**src/rtl/stepper_cmd_consumer_pkg.sv**
```systemverilog
// Shared definitions for the stepper command consumer.
//   state_t    : controller state encoding (IDLE/HIGH/LOW/DONE)
//   MIN_PERIOD : shortest step period in clk cycles; shorter requests are raised to it
package stepper_cmd_consumer_pkg;

    typedef enum logic [1:0] {
        ST_IDLE = 2'd0,
        ST_HIGH = 2'd1,
        ST_LOW  = 2'd2,
        ST_DONE = 2'd3
    } state_t;

    localparam int MIN_PERIOD = 2;

endpackage

```
**src/rtl/stepper_cmd_consumer_phase_timer.sv**
```systemverilog
// Phase timer: W-bit down-counter with synchronous load and terminal-count flag.
//   clk        : system clock
//   clr        : synchronous active-high reset (count -> 0)
//   load       : load load_value this edge
//   load_value : phase length minus one
//   tc         : count has reached zero (last cycle of the current phase)
module phase_timer #(
    parameter int W = 16
) (
    input  logic         clk,
    input  logic         clr,
    input  logic         load,
    input  logic [W-1:0] load_value,
    output logic         tc
);

    logic [W-1:0] count_reg;

    always_ff @(posedge clk) begin
        if (clr) begin
            count_reg <= '0;
        end else if (load) begin
            count_reg <= load_value;
        end else if (count_reg != '0) begin
            count_reg <= count_reg - W'(1);
        end
    end

    assign tc = (count_reg == '0);

endmodule

```
**src/rtl/stepper_cmd_consumer.sv**
```systemverilog
// Stepper command consumer: accepts a (steps, dir, period) command and emits a
// step/dir pulse train for one axis, then pulses done.
//   clk, clr    : clock and synchronous active-high reset
//   cmd_valid   : command present on cmd_* inputs
//   cmd_ready   : command can be accepted this cycle (decoded from registers only)
//   cmd_steps   : number of steps
//   cmd_dir     : direction for the command
//   cmd_period  : clk cycles per step (values below MIN_PERIOD are raised)
//   abort       : cancel an executing command
//   step, dir   : motor driver outputs
//   busy        : command executing (HIGH or LOW phase)
//   done        : one-cycle pulse on normal completion
//   steps_left  : steps not yet completed
module stepper_cmd_consumer
    import stepper_cmd_consumer_pkg::*;
#(
    parameter int CNT_W = 16,
    parameter int DIV_W = 16
) (
    input  logic             clk,
    input  logic             clr,
    input  logic             cmd_valid,
    output logic             cmd_ready,
    input  logic [CNT_W-1:0] cmd_steps,
    input  logic             cmd_dir,
    input  logic [DIV_W-1:0] cmd_period,
    input  logic             abort,
    output logic             step,
    output logic             dir,
    output logic             busy,
    output logic             done,
    output logic [CNT_W-1:0] steps_left
);

    state_t             state_reg, state_next;
    // Holds cmd_ready low for the cycle following a clr edge, so a command
    // cannot be taken until clr has been seen low at an edge.
    logic               hold_reg;
    logic [DIV_W-1:0]   high_len_reg, low_len_reg;
    logic [CNT_W-1:0]   steps_left_reg;
    logic               step_reg, dir_reg, busy_reg, done_reg;

    logic [DIV_W-1:0]   period_clamped, high_len_new, low_len_new;
    logic               accept, decrement, kill;
    logic               timer_load, timer_tc;
    logic [DIV_W-1:0]   timer_value;

    phase_timer #(.W(DIV_W)) u_phase_timer (
        .clk        (clk),
        .clr        (clr),
        .load       (timer_load),
        .load_value (timer_value),
        .tc         (timer_tc)
    );

    // High phase is the shorter half of odd periods; both halves are >= 1.
    always_comb begin
        period_clamped = (cmd_period < DIV_W'(MIN_PERIOD)) ? DIV_W'(MIN_PERIOD) : cmd_period;
        high_len_new   = period_clamped >> 1;
        low_len_new    = period_clamped - high_len_new;
    end

    always_comb begin
        state_next  = state_reg;
        accept      = 1'b0;
        decrement   = 1'b0;
        kill        = 1'b0;
        timer_load  = 1'b0;
        timer_value = '0;
        case (state_reg)
            ST_IDLE: begin
                if (cmd_valid && !hold_reg) begin
                    accept      = 1'b1;
                    timer_load  = 1'b1;
                    timer_value = high_len_new - DIV_W'(1);
                    state_next  = (cmd_steps == '0) ? ST_DONE : ST_HIGH;
                end
            end
            ST_HIGH: begin
                if (abort) begin
                    kill       = 1'b1;
                    state_next = ST_IDLE;
                end else if (timer_tc) begin
                    decrement   = 1'b1;
                    timer_load  = 1'b1;
                    timer_value = low_len_reg - DIV_W'(1);
                    state_next  = ST_LOW;
                end
            end
            ST_LOW: begin
                if (abort) begin
                    kill       = 1'b1;
                    state_next = ST_IDLE;
                end else if (timer_tc) begin
                    if (steps_left_reg != '0) begin
                        timer_load  = 1'b1;
                        timer_value = high_len_reg - DIV_W'(1);
                        state_next  = ST_HIGH;
                    end else begin
                        state_next = ST_DONE;
                    end
                end
            end
            default: begin
                state_next = ST_IDLE;
            end
        endcase
    end

    // Outputs are registered from the next state so they line up with it.
    always_ff @(posedge clk) begin
        if (clr) begin
            state_reg      <= ST_IDLE;
            hold_reg       <= 1'b1;
            high_len_reg   <= '0;
            low_len_reg    <= '0;
            steps_left_reg <= '0;
            step_reg       <= 1'b0;
            dir_reg        <= 1'b0;
            busy_reg       <= 1'b0;
            done_reg       <= 1'b0;
        end else begin
            state_reg <= state_next;
            hold_reg  <= 1'b0;
            step_reg  <= (state_next == ST_HIGH);
            busy_reg  <= (state_next == ST_HIGH) || (state_next == ST_LOW);
            done_reg  <= (state_next == ST_DONE);
            if (accept) begin
                steps_left_reg <= cmd_steps;
                dir_reg        <= cmd_dir;
                high_len_reg   <= high_len_new;
                low_len_reg    <= low_len_new;
            end else if (kill) begin
                steps_left_reg <= '0;
            end else if (decrement && (steps_left_reg != '0)) begin
                steps_left_reg <= steps_left_reg - CNT_W'(1);
            end
        end
    end

    assign cmd_ready  = (state_reg == ST_IDLE) && !hold_reg;
    assign step       = step_reg;
    assign dir        = dir_reg;
    assign busy       = busy_reg;
    assign done       = done_reg;
    assign steps_left = steps_left_reg;

endmodule

```
**config.mk**
```make
export PLATFORM = sky130hd
export DESIGN_NAME = stepper_cmd_consumer
export DESIGN_NICKNAME = d
export VERILOG_FILES = /design/src/rtl/stepper_cmd_consumer_pkg.sv /design/src/rtl/stepper_cmd_consumer_phase_timer.sv /design/src/rtl/stepper_cmd_consumer.sv
export SDC_FILE = /design/constraint.sdc
export NUM_CORES = 1
export LEC_CHECK = 0
export BUFFER_PORTS_ARGS = -buffer_cell sky130_fd_sc_hd__buf_2
export CAP_MARGIN = 15
export CORE_AREA = 2 2 102 104
export CTS_BUF_LIST = sky130_fd_sc_hd__clkbuf_8
export DETAILED_ROUTE_END_ITERATION = 6
export DIE_AREA = 0 0 104 106
export GPL_TIMING_DRIVEN = 0
export PLACE_DENSITY = 0.74
export SYNTH_ARGS = -nofsm -noshare
export SYNTH_HDL_FRONTEND = slang
export SYNTH_SLANG_ARGS = --single-unit
```
**constraint.sdc**
```tcl
create_clock -name clk -period 10 [get_ports clk]
set_input_delay 0.5 -clock clk [delete_from_list [all_inputs] [get_ports clk]]
set_output_delay 0.5 -clock clk [all_outputs]
set_load 0.03 [all_outputs]
```
# After elaboration in Yosys (flattened, before gate mapping)
# Cells that the tools add are included.
# classes
muxes,33
n_reduce_logical,13
n_lt_le_gt_ge,1
add_sub_neg,6
n_eq_ne,5
# ops
op,n
16-bit two-way mux,12
16-bit case mux with 3 select lines,1
16-bit by 1-bit subtractor with 16-bit output (second input constant),3
16-bit zero test,2
16-bit nonzero test,2
15-bit by 1-bit subtractor with 16-bit output (second input constant),2
16-bit by 2-bit < comparator with 1-bit output (second input constant),1
16-bit by 15-bit subtractor with 16-bit output,1
2-bit two-way mux,7
1-bit two-way mux,11
2-bit == test (second input constant),3
2-bit case mux with 3 select lines,1
2-bit by 1-bit == test with 1-bit output (second input constant),2
1-bit logical AND,3
1-bit case mux with 3 select lines,1
3-bit nonzero test,1
2-bit zero test,1
2-bit nonzero test,1
2-bit OR reduction,1
1-bit zero test,1
1-bit logical OR,1
# totals
output_inout_bits,21
wordCells,68
register_bits,70

# Logic depth before layout (Yosys ltp)
# Gate-level depths: netlist of the first run.
# depth
ltp_word,8
mapped_depth,14
depth_no_buf,14

# Hierarchy
# From an unflattened synthesis of the first run, not the netlist that was laid out.
# hier_totals
hier_cells,751
hier_area_um2,5710.5
# modules_own_cells
module,n_inst,cells_each,area_each_um2
stepper_cmd_consumer,1,639,4808.4
phase_timer,1,112,902.1

# Least setup slack after synthesis of the first run
# No wires, ideal clock.
# synth_timing
path_kind,input-to-reg
from,input port cmd_period[15]
to,register low_len_reg[13]
n_path_buf,0
arrival_time_ns,3.467
stages,14
path_slack_ns,6.463
setup_time_ns,0.070
path_cell_list,inv_1 -> ha_1 -> nor4b_1 -> nand4_1 -> nand2_1 -> inv_1 -> ha_1 -> nor2_1 -> o311ai_0 -> o21bai_1 -> o41ai_1 -> o41ai_1 -> or3_1 -> a21oi_1
# synth_between
elab_chain_cells,3
# synth_lines
item,line_no,source
from (decl),stepper_cmd_consumer.sv:26,"input logic [DIV_W-1:0] cmd_period,"
16-bit by 2-bit < comparator with 1-bit output,stepper_cmd_consumer.sv:58,period_clamped = (cmd_period < DIV_W'(MIN_PERIOD)) ? DIV_W'(MIN_PERIOD) : cmd_period;
16-bit two-way mux,stepper_cmd_consumer.sv:58,
named net period_clamped[1],stepper_cmd_consumer.sv:43,"logic [DIV_W-1:0] period_clamped, high_len_new, low_len_new;"
16-bit by 15-bit subtractor with 16-bit output,stepper_cmd_consumer.sv:60,low_len_new = period_clamped - high_len_new;
to (signal assigned),stepper_cmd_consumer.sv:132,low_len_reg <= low_len_new;
to (decl),stepper_cmd_consumer.sv:39,"logic [DIV_W-1:0] high_len_reg, low_len_reg;"
# The timed path passes the listed nets, and every way through them passes these cells.
# A chain may end at the register's enable or synchronous reset.

# Final worst setup path of the first run
# Same ends and word-level chain as after synthesis.

==> results of run 1 <==
[critical path, delay by kind of cell]
family	cells	cell delay [ps]
buffers and inverters	3	350
adders and majority gates	2	530
AOI/OAI and AO/OA	5	1900
and+or+nand+nor	5	1410
[layout make-up]
cell class	count	area [um2]
inverters	41	154
flip-flops and latches	70	1400
plain buffers	42	163
repair buffers	57	285
well taps	136	170
fillers	942	4000
clock buffers	9	124
clock inverters	7	57.6
multi-input cells	556	3640
[metal layers]
layer	vias up	global-route usage (%)	share of wire, %
met5	-	0	0
met4	0	12.3	3.3
met3	31	5.15	5.9
met2	171	48.7	47
met1	2520	35.8	43
li1	2656	-	-
[stage by stage]
step | utilization (%) | hold WS [ps] | power, uW | instance area, um2
after floorplan | - | 450 | 709 | 5360
after global placement | 58.1 | 440 | 805 | 5810
after detailed placement | 58.1 | 452 | 817 | 5810
after global routing | 60.0 | 270 | 1110 | 6000
after CTS | 60.0 | 265 | 1040 | 6000
final | 60.0 | 267 | 1040 | 6000
[logic make-up after synthesis]
group | synth area share [%]
AO/OA/AOI/OAI | 22.9
XOR/XNOR | 9.81
adder cells (fa/ha/maj) | 11.6
buffers and inverters | 5.91
flip-flops | 26.1
multiplexers | 0.187
AND/OR/NAND/NOR | 23.5
[power breakdown]
group	leakage (uW)	total, uW	switching [uW]	internal, uW
Sequential	0.000575	373	50.0	323
Clock	0.000105	220	109	112
Combinational	0.00186	447	264	183
Total	0.00254	1040	423	618
[synth_stat cells, types with 4 or more instances]
| master | n | area, um2 |
|---|---|---|
| xor2_1 | 21 | 184 |
| a311oi_1 | 5 | 43.8 |
| nand4_1 | 5 | 31.3 |
| clkbuf_1 | 37 | 139 |
| a21oi_1 | 74 | 370 |
| dfxtp_1 | 70 | 1400 |
| or3_1 | 7 | 43.8 |
| o22ai_1 | 14 | 87.6 |
| a21boi_0 | 6 | 45.0 |
| nand3b_1 | 6 | 45.0 |
| nand2_1 | 66 | 248 |
| nor2b_1 | 5 | 31.3 |
| nand3_1 | 4 | 20.0 |
| o211ai_1 | 4 | 30.0 |
| or4_1 | 8 | 60.1 |
| ha_1 | 48 | 601 |
| nor2_1 | 70 | 263 |
| nor3_1 | 36 | 180 |
| a21o_1 | 10 | 75.1 |
| xnor2_1 | 39 | 342 |
| a211oi_1 | 22 | 165 |
| a31oi_1 | 13 | 81.3 |
| nand2b_1 | 9 | 56.3 |
| o21ai_0 | 19 | 95.1 |
| nor3b_1 | 4 | 30.0 |
| o31ai_1 | 4 | 30.0 |
| buf_2 | 4 | 20.0 |
| nor4_1 | 14 | 87.6 |
| inv_1 | 41 | 154 |
[placed cells by master, fill, tap and decap left out, types with 6 or more instances in the layout]
cell type	instances
buf_2	61
xnor2_1	39
a21o_1	10
or4_1	8
o22ai_1	14
inv_1	43
a21boi_0	6
xor2_1	21
nor4_1	14
ha_1	48
nor3_1	36
a21oi_1	74
a31oi_1	13
o21ai_0	19
clkbuf_1	37
nand2b_1	9
nand2_1	66
clkbuf_8	9
nor2_1	70
dfxtp_1	70
a211oi_1	22
nand3b_1	6
or3_1	7
[how the worst min path moves through the flow]
stage | from | to | slack, ps | cells after the start
2_1_floorplan | high_len_reg[6] | high_len_reg[6] | 450 | 2
3_3_place_gp | dir | dir | 440 | 2
3_5_place_dp | dir | dir | 450 | 2
4_1_cts | clr | hold_reg | 260 | 1
5_1_grt | clr | hold_reg | 270 | 1
6_report | clr | hold_reg | 270 | 1
==> key figures, run 1 <==
Floorplan
  – I/O pin count: 58
  – Initial core utilization: 53.6%
  – Width of the die: 104 um
  – Row count: 37
  – Die area: 11,000 um2
  – Die height: 106 um
  – Core ar.: 10000 um2

Clock network
  – CTS Sinks: 70
  – CTS resizes: 0
  – Clock tree buffer depth: 2
  – CTS tree: done
  – Root buffer cell: clkbuf_8
  – Inserted Clock Buffers: 9
  – Clock transition at path regs: 70 ps
  – H-tree Lvls: 3
  – # hold bufs at CTS: 0
  – Post-CTS Setup Bufs: 0
  – Worst-Skew Late Latency: 360 ps

Setup path
  – Slowest stage delay, CP: between 600 and 700 ps
  – Kind of critical path: input pin to flip-flop
  – Critical Path AT: ~4700 ps
  – Flop2flop setup slack: 6730 ps
  – CP max FO: 6
  – FF-to-FF path depth: 11
  – CP Cell Sequence: buf_2 -> inv_1 -> ha_1 -> nor4b_1 -> nand4_1 -> nand2_1 -> inv_1 -> ha_1 -> nor2_1 -> o311ai_0 -> o21bai_1 -> o41ai_1 -> o41ai_1 -> or3_1 -> a21oi_1
  – R2r endpoint: steps_left[15]
  – Critical Path Sink: low_len_reg[13]
  – Crit end category: flip-flop
  – Slowest cell on crit path: o41ai_1
  – CP startpoint: cmd_period[15]
  – CP required: slightly above 10,000 ps
  – Crit Reg-Reg Startpoint: u_phase_timer.count_reg[0]
  – CP Launch Type: input pin

Global routing
  – Largest net degree at the start of global routing: 12
  – Vias in the first global route: 5,022
  – Aggregate global routing overflow: 0
  – First-pass GRT wire length: 25,200 um
  – Number of antenna violations at the first check in global routing: 0
  – All-Layer GR Usage: 28.7%

Drt
  – DRC: 0
  – Initial DRC Count: 370
  – Routed length per instance: ~17 um
  – Post-route ant nets: 0
  – Vias: 5,378
  – Avg Vias per Cell: 5.86
  – DRT Wirelength: 15,700 um
  – First drt pass iteration count: 5

Place
  – DP HPWL: 12,200 um
  – IO buf count: 57
  – Pre-CTS setup slack: 5340 ps
  – RePlAce Congestion: roughly 0.97
  – Cells after DPL: 902

Synthesis
  – EDFF count, synth: 0
  – FFs w/ async S/R, synth: 0%
  – Top_reg_cell synth: dfxtp_1
  – Flop and latch count out of synthesis: 70
  – Sequential area share after synthesis: 26.1%
  – Mean Syn Cell Area: 7.56 um2
  – Number of distinct library cells after synthesis: 58
  – Post-Syn Instances: 709
  – Yosys warning count: 0
  – Mapped Area: 5360 um2
  – Syn_nets: 795

Finish
  – N_diodes: 0
  – Final Non-Filler Cells: about 900
  – Layout area overhead: 11.9%
  – Final nets: about 860
  – Share of cells above drive strength 1: 11.3%

Pwr
  – Worst VDD drop: 0.0708 mV
  – Static Leak: between 0.002 and 0.003 uW
  – Pwr/cell area: between 150 and 200 nW/um2

STA
  – RSZ-0062 raised after global routing: no
  – Final setup TNS: 0 ps
  – Relative slew margins: between 20% and 30%
  – Clock Skews: 8.65 ps
  – Hold Fails Final Rpt: 0
  – Count of final setup violators: 0
  – Worst slew pin tran: around 1100 ps
  – Final WS setup: 5580 ps
  – F_max: 226 MHz
  – Max-slew violation count: 0
  – Period utilization: ~44%
  – Final min period: between 4000 and 5000 ps

Flow run
  – Max-cap violations: 0

Worst hold path
  – Hold Crit Class: input pin to flip-flop

Run status
  – Status: finished clean
No activity file was read; power rests on OpenSTA's default activity.
==> run 2: changes to the inputs <==
==> constraint.sdc (replaced) <==
create_clock -name clk -period 4.4 [get_ports clk]
set_input_delay 0.22 -clock clk [delete_from_list [all_inputs] [get_ports clk]]
set_output_delay 0.22 -clock clk [all_outputs]
set_load 0.03 [all_outputs]
==> run 2 against run 1 <==
  * Hold slack got worse by 180 ps
  * Highest routed layer unchanged
  * Register-to-register slack worse by 5600 ps
  * Largest cell class unchanged
  * Critical path type unchanged
  * Combinational power rose by 130%
  * Clock skew hardly changed
  * Critical path depth unchanged
  * Via count rose by 0.24%
==> key figures, run 2 (synthesis results as in run 1) <==
Setup path
  – Crit end category: flip-flop
  – Crit Reg-Reg Startpoint: u_phase_timer.count_reg[0]
  – Flop2flop setup slack: 1130 ps (-5600 ps)
  – R2r endpoint: steps_left[15]
  – Slowest cell on crit path: o311ai_0
  – Kind of critical path: input pin to flip-flop
  – Slowest stage delay, CP: 650 ps (-20 ps)
  – CP Cell Sequence: buf_2 -> inv_1 -> ha_1 -> nor4b_1 -> nand4_1 -> nand2_1 -> inv_1 -> ha_1 -> nor2_1 -> o311ai_0 -> o21bai_1 -> o41ai_2 -> o41ai_1 -> or3_1 -> a21oi_1
  – Critical Path AT: 4310 ps (-390 ps)
  – CP required: 4680 ps (-5600 ps)
  – WP buf/inv: 3 (unchanged)
  – FF-to-FF path depth: 11 (unchanged)
  – CP Launch Type: input pin
  – Critical path's top delay family: compound AO/OA/AOI/OAI gates
  – CP max FO: 6 (unchanged)

STA
  – Clock Skews: 9.03 ps (+0.383 ps)
  – RSZ-0062 raised after global routing: no
  – Final min period: 4030 ps
  – F_max: 248 MHz
  – Hold Fails Final Rpt: 0 (unchanged)
  – Relative slew margins: 24.3% (-1.8 points)
  – Max-slew violation count: 0 (unchanged)
  – Count of final setup violators: 0 (unchanged)
  – Period utilization: about 92%
  – Final setup TNS: 0 ps (unchanged)
  – Hold_ws: 89.0 ps (-178 ps)
  – Worst slew pin tran: 1120 ps (+26.1 ps)

Drt
  – Routed length per instance: 17.2 um (+0.23%)
  – Post-route ant nets: 0 (unchanged)
  – Avg Vias per Cell: 5.87 (+0.13%)
  – First drt pass iteration count: 4 (-1)
  – DRC: 0 (unchanged)
  – DRT Wirelength: 15,800 um (+0.34%)
  – Initial DRC Count: 363 (-1.9%)
  – Vias: 5,391 (+0.24%)

Place
  – DP HPWL: 12,200 um (unchanged)
  – IO buf count: 57 (unchanged)
  – RePlAce Congestion: 0.969 (unchanged)

Global routing
  – Vias in the first global route: 5,025 (+0.060%)
  – Number of antenna violations at the first check in global routing: 0 (unchanged)
  – Aggregate global routing overflow: 0 (unchanged)
  – First-pass GRT wire length: 25,200 um (about the same)
  – Largest net degree at the start of global routing: 12 (unchanged)
  – All-Layer GR Usage: 28.7% (about the same)

Finish
  – N_diodes: 0 (unchanged)
  – Fin util: 60.1% (+0.18 points)
  – Most common cell after layout, fill and taps aside: a21oi_1
  – Fill cells: 939 (-0.32%)
  – Layout area overhead: 12.2%
  – Share of cells above drive strength 1: 11.4% (+0.11 points)
  – Register area: 1400 um2 (unchanged)
  – Multi-input gate area: 3650 um2 (+0.21%)
  – Commonest cells after routing, fill and taps aside: 74 x a21oi_1, 70 x nor2_1, 70 x dfxtp_1
  – Final nets: 864 (+0.12%)

Clock network
  – CTS Sinks: 70 (unchanged)
  – CTS tree: done
  – Root buffer cell: clkbuf_8
  – Post-CTS Setup Bufs: 0 (unchanged)
  – Clock tree buffer depth: 2 (unchanged)
  – H-tree Lvls: 3 (unchanged)
  – Inserted Clock Buffers: 9 (unchanged)
  – Clock transition at path regs: 80 ps (about the same)
  – Worst-Skew Late Latency: 360 ps (about the same)

Floorplan
  – I/O pin count: 58 (unchanged)
  – Initial core utilization: 53.6% (unchanged)
  – Die height: 106 um (unchanged)
  – Core ar.: 10000 um2 (unchanged)
  – Row count: 37 (unchanged)
  – Width of the die: 104 um (unchanged)
  – Die area: 11,000 um2 (unchanged)

Pwr
  – Worst VDD drop: 0.160 mV (+130%)
  – Pwr/cell area: 394 nW/um2 (+130%)
  – Static Leak: 0.00255 uW (+0.33%)

Run status
  – Status: finished clean

Flow run
  – Max-cap violations: 0 (unchanged)

Worst hold path
  – Hold Crit Class: input pin to flip-flop
  – Sink of the worst hold path: dir
  – WHS Path Cells: 3 (+2)
  – Hold Startpoint: cmd_dir
run 2: changes by cell type in the layout (fill, tap and decap cells not counted), sizes merged:
cell,before,now
dlygate4sd3,0,1
run 2: area by class of cell:
cell class              count  share of cell area (%)
multi-input cells         556                    60.7
flip-flops and latches     70                    23.3
repair buffers             58                    4.91
well taps                 136                    2.83
plain buffers              42                    2.70
inverters                  41                    2.56
clock buffers               9                    2.06
clock inverters             7                   0.957
run 2: how the worst max path moves through the flow:
| stage | from | to | slack (ps) | cells after the start |
|---|---|---|---|---|
| 2_1_floorplan | cmd_period[15] | low_len_reg[13] | 1140 | 14 |
| 3_3_place_gp | cmd_period[15] | low_len_reg[13] | 110 | 15 |
| 3_5_place_dp | cmd_period[15] | low_len_reg[13] | 20 | 15 |
| 4_1_cts | cmd_period[15] | low_len_reg[13] | 380 | 15 |
| 5_1_grt | cmd_period[15] | low_len_reg[13] | 180 | 15 |
| 6_report | cmd_period[15] | low_len_reg[13] | 370 | 15 |
run 2: worst reg2reg max path, delay by kind of cell (launching register included):
kind / cells / cell delay, ps
and+or+nand+nor: 4 / 920
adders and majority gates: 1 / 170
AOI/OAI and AO/OA: 2 / 850
buffers and inverters: 4 / 900
DFF: 1 / 340
run 2: what timing repair did:
| action | in CTS | in global routing |
|---|---|---|
| hold endpoints to repair | 1 | 0 |
| endpoints found under the setup margin | 0 | 1 |
| resized for setup | 0 | 1 |
| hold buffers | 1 | 0 |
run 2: metal layers:
layer / GRT usage [%] / part of all wire, %
met1: 35.9 / 44
met2: 48.8 / 47
met3: 5.09 / 5.8
met4: 12.3 / 3.2
met5: 0 / 0
run 2: report_power, final:
group / total (uW) / internal [uW] / leakage, uW / switching, uW
registers: 849 / 735 / 0.000575 / 114
logic: 1020 / 417 / 0.00187 / 602
clock network: 501 / 254 / 0.000105 / 248
total: 2370 / 1410 / 0.00255 / 964
run 2: metrics by stage:
| step | total power, uW | instance area [um2] | std cells | worst slack (ps) |
|---|---|---|---|---|
| after floorplan | 1610 | 5360 | 709 | 1140 |
| after global placement | 1830 | 5810 | 902 | 113 |
| after detailed placement | 1860 | 5810 | 902 | 18.1 |
| after CTS | 2360 | 6010 | 919 | 380 |
| after global routing | 2520 | 6010 | 919 | 179 |
| final | 2370 | 6010 | 919 | 370 |
==> run 3: changes to the inputs <==
--- a/config.mk
+++ b/config.mk
@@ -12,7 +12,7 @@
 export DETAILED_ROUTE_END_ITERATION = 6
 export DIE_AREA = 0 0 104 106
 export GPL_TIMING_DRIVEN = 0
-export PLACE_DENSITY = 0.74
+export PLACE_DENSITY = 0.79
 export SYNTH_ARGS = -nofsm -noshare
 export SYNTH_HDL_FRONTEND = slang
 export SYNTH_SLANG_ARGS = --single-unit
==> run 3 against run 2 <==
  * Maximum frequency increased by 4.5%
  * Sequential share of layout area decreased by 0.15 points
  * Worst setup slack improved by 170 ps
  * Flip-flop and latch count unchanged
  * Via count increased by 1.2%
  * Die area unchanged
  * Register-to-register slack improved by 20 ps
  * Core utilization increased by 0.40 points
  * Critical endpoint unchanged
  * Cell count decreased by 0.11%
  * First-iteration DRC count increased by 31%
==> key figures, run 3 (synthesis results as in run 1) <==
Global routing
  – All-Layer GR Usage: 28.5% (-0.18 points)
  – Largest net degree at the start of global routing: 12 (unchanged)
  – Aggregate global routing overflow: 0 (unchanged)
  – Number of antenna violations at the first check in global routing: 0 (unchanged)
  – First-pass GRT wire length: 25,200 um (-0.13%)
  – Vias in the first global route: 5,174 (+3.0%)

Drt
  – Post-route ant nets: 0 (unchanged)
  – Vias: 5,453 (+1.2%)
  – DRT Wirelength: 15,800 um (+0.20%)
  – Routed length per instance: 17.2 um (+0.31%)
  – Avg Vias per Cell: 5.94 (+1.3%)
  – Initial DRC Count: 477 (+31%)
  – First drt pass iteration count: 5 (+1)
  – DRC: 0 (unchanged)

Setup path
  – Critical Path AT: 4130 ps (-180 ps)
  – Slowest cell on crit path: o311ai_0
  – R2r endpoint: steps_left[15]
  – Kind of critical path: input pin to flip-flop
  – Critical path's top delay family: compound AO/OA/AOI/OAI gates
  – Flop2flop setup slack: 1150 ps (+20 ps)
  – Crit end category: flip-flop
  – WP buf/inv: 3 (unchanged)
  – CP Cell Sequence: buf_2 -> inv_1 -> ha_1 -> nor4b_1 -> nand4_1 -> nand2_1 -> inv_1 -> ha_1 -> nor2_1 -> o311ai_0 -> o21bai_1 -> o41ai_2 -> o41ai_1 -> or3_1 -> a21oi_1
  – CP required: 4680 ps (about the same)
  – CP Launch Type: input pin
  – Crit Reg-Reg Startpoint: u_phase_timer.count_reg[0]
  – CP max FO: 6 (unchanged)
  – Slowest stage delay, CP: 600 ps (-50 ps)
  – FF-to-FF path depth: 11 (unchanged)

Flow run
  – Max-cap violations: 0 (unchanged)

Clock network
  – Inserted Clock Buffers: 9 (unchanged)
  – Worst-Skew Late Latency: 360 ps (about the same)
  – H-tree Lvls: 3 (unchanged)
  – CTS Sinks: 70 (unchanged)
  – Clock tree buffer depth: 2 (unchanged)
  – Post-CTS Setup Bufs: 0 (unchanged)
  – Root buffer cell: clkbuf_8
  – CTS tree: done
  – Clock transition at path regs: 70 ps (about the same)

Finish
  – Layout area overhead: 13.0%
  – N_diodes: 0 (unchanged)
  – Commonest cells after routing, fill and taps aside: 74 x a21oi_1, 70 x nor2_1, 70 x dfxtp_1
  – Cell area after layout: 6050 um2 (+0.67%)
  – Final nets: 864 (unchanged)
  – Most common cell after layout, fill and taps aside: a21oi_1
  – Share of cells above drive strength 1: 11.5% (+0.14 points)

STA
  – Count of final setup violators: 0 (unchanged)
  – Hold Fails Final Rpt: 0 (unchanged)
  – RSZ-0062 raised after global routing: no
  – Final min period: 3850 ps (-175 ps)
  – F_max: 259 MHz (+4.5%)
  – Period utilization: 87.6% (-4.0 points)
  – Max-slew violation count: 0 (unchanged)
  – Clock Skews: 7.19 ps (-1.85 ps)
  – Worst slew pin tran: 1080 ps (-48.4 ps)
  – Final setup TNS: 0 ps (unchanged)
  – Relative slew margins: 27.6% (+3.3 points)

Worst hold path
  – Hold Crit Class: input pin to flip-flop
  – Hold Startpoint: cmd_dir
  – Sink of the worst hold path: dir
  – WHS Path Cells: 3 (unchanged)

Floorplan
  – Core ar.: 10000 um2 (unchanged)
  – Die height: 106 um (unchanged)
  – Row count: 37 (unchanged)
  – Die area: 11,000 um2 (unchanged)
  – Width of the die: 104 um (unchanged)
  – I/O pin count: 58 (unchanged)
  – Initial core utilization: 53.6% (unchanged)

Pwr
  – Pwr/cell area: 409 nW/um2 (+3.9%)
  – Worst VDD drop: 0.146 mV (-9.0%)
  – Static Leak: 0.00256 uW (+0.39%)

Place
  – IO buf count: 57 (unchanged)
  – Area after DPL: 5810 um2 (unchanged)
  – DP HPWL: 12,200 um (-0.23%)
  – RePlAce Congestion: 0.926 (-4.5%)

Run status
  – Status: finished clean
[run 3: cell types whose count changed in the layout (fill, tap and decap cells not counted), sizes merged]
| cell | delta |
|---|---|
| clkbuf | +2 |
| inv | -2 |
| clkinv | -2 |
| bufinv | +1 |
[run 3: area by class of cell]
cell class | instances | area [um2]
Fill cell | 937 | 3950
Inverter | 41 | 154
Clock inverter | 4 | 70.1
Buffer | 42 | 163
Clock buffer | 11 | 151
Multi-Input combinational cell | 556 | 3650
Sequential cell | 70 | 1400
Tap cell | 136 | 170
Timing Repair Buffer | 58 | 295
[run 3: worst min-delay path, cell delays in order]
cell and delay, ps:
buf_2 90, nand2_1 50, a21oi_1 50
[run 3: repair_timing]
item	in CTS	in global routing
gates resized for setup	0	1
endpoints found under the setup margin	0	1
hold endpoints to repair	1	0
hold buffers	1	0
[run 3: routing by layer]
| layer | part of all wire, % | GRT usage [%] | routed length [um] | up-vias |
|---|---|---|---|---|
| met3 | 6.7 | 5.27 | 1060 | 49 |
| met2 | 47 | 47.4 | 7370 | 235 |
| met4 | 4.3 | 15.2 | 678 | 0 |
| met5 | 0 | 0 | 0 | - |
| li1 | - | - | - | 2659 |
| met1 | 42 | 35.2 | 6730 | 2510 |
[run 3: through the flow]
step	total power [uW]	cells	util, %	hold slack (ps)	setup slack, ps
after floorplan	1610	709	-	248	1140
after global placement	1820	902	58.1	352	177
after detailed placement	1860	902	58.1	353	48.5
after CTS	2450	918	60.5	99.0	393
after global routing	2620	918	60.5	109	215
final	2480	918	60.5	105	545
[run 3: worst max path at each step]
stage                         from               to  slack (ps)  depth (start not counted)
floorplan           cmd_period[15]  low_len_reg[13]        1140                         14
global placement    cmd_period[15]  low_len_reg[13]         180                         15
detailed placement  cmd_period[15]  low_len_reg[13]          50                         15
CTS                 cmd_period[15]  low_len_reg[13]         390                         15
global route        cmd_period[15]  low_len_reg[13]         210                         15
finish              cmd_period[15]  low_len_reg[13]         550                         15
[run 3: where the power goes]
group	internal [uW]	switching, uW	total, uW
registers	734	118	852
logic	417	614	1030
clock network	345	250	595
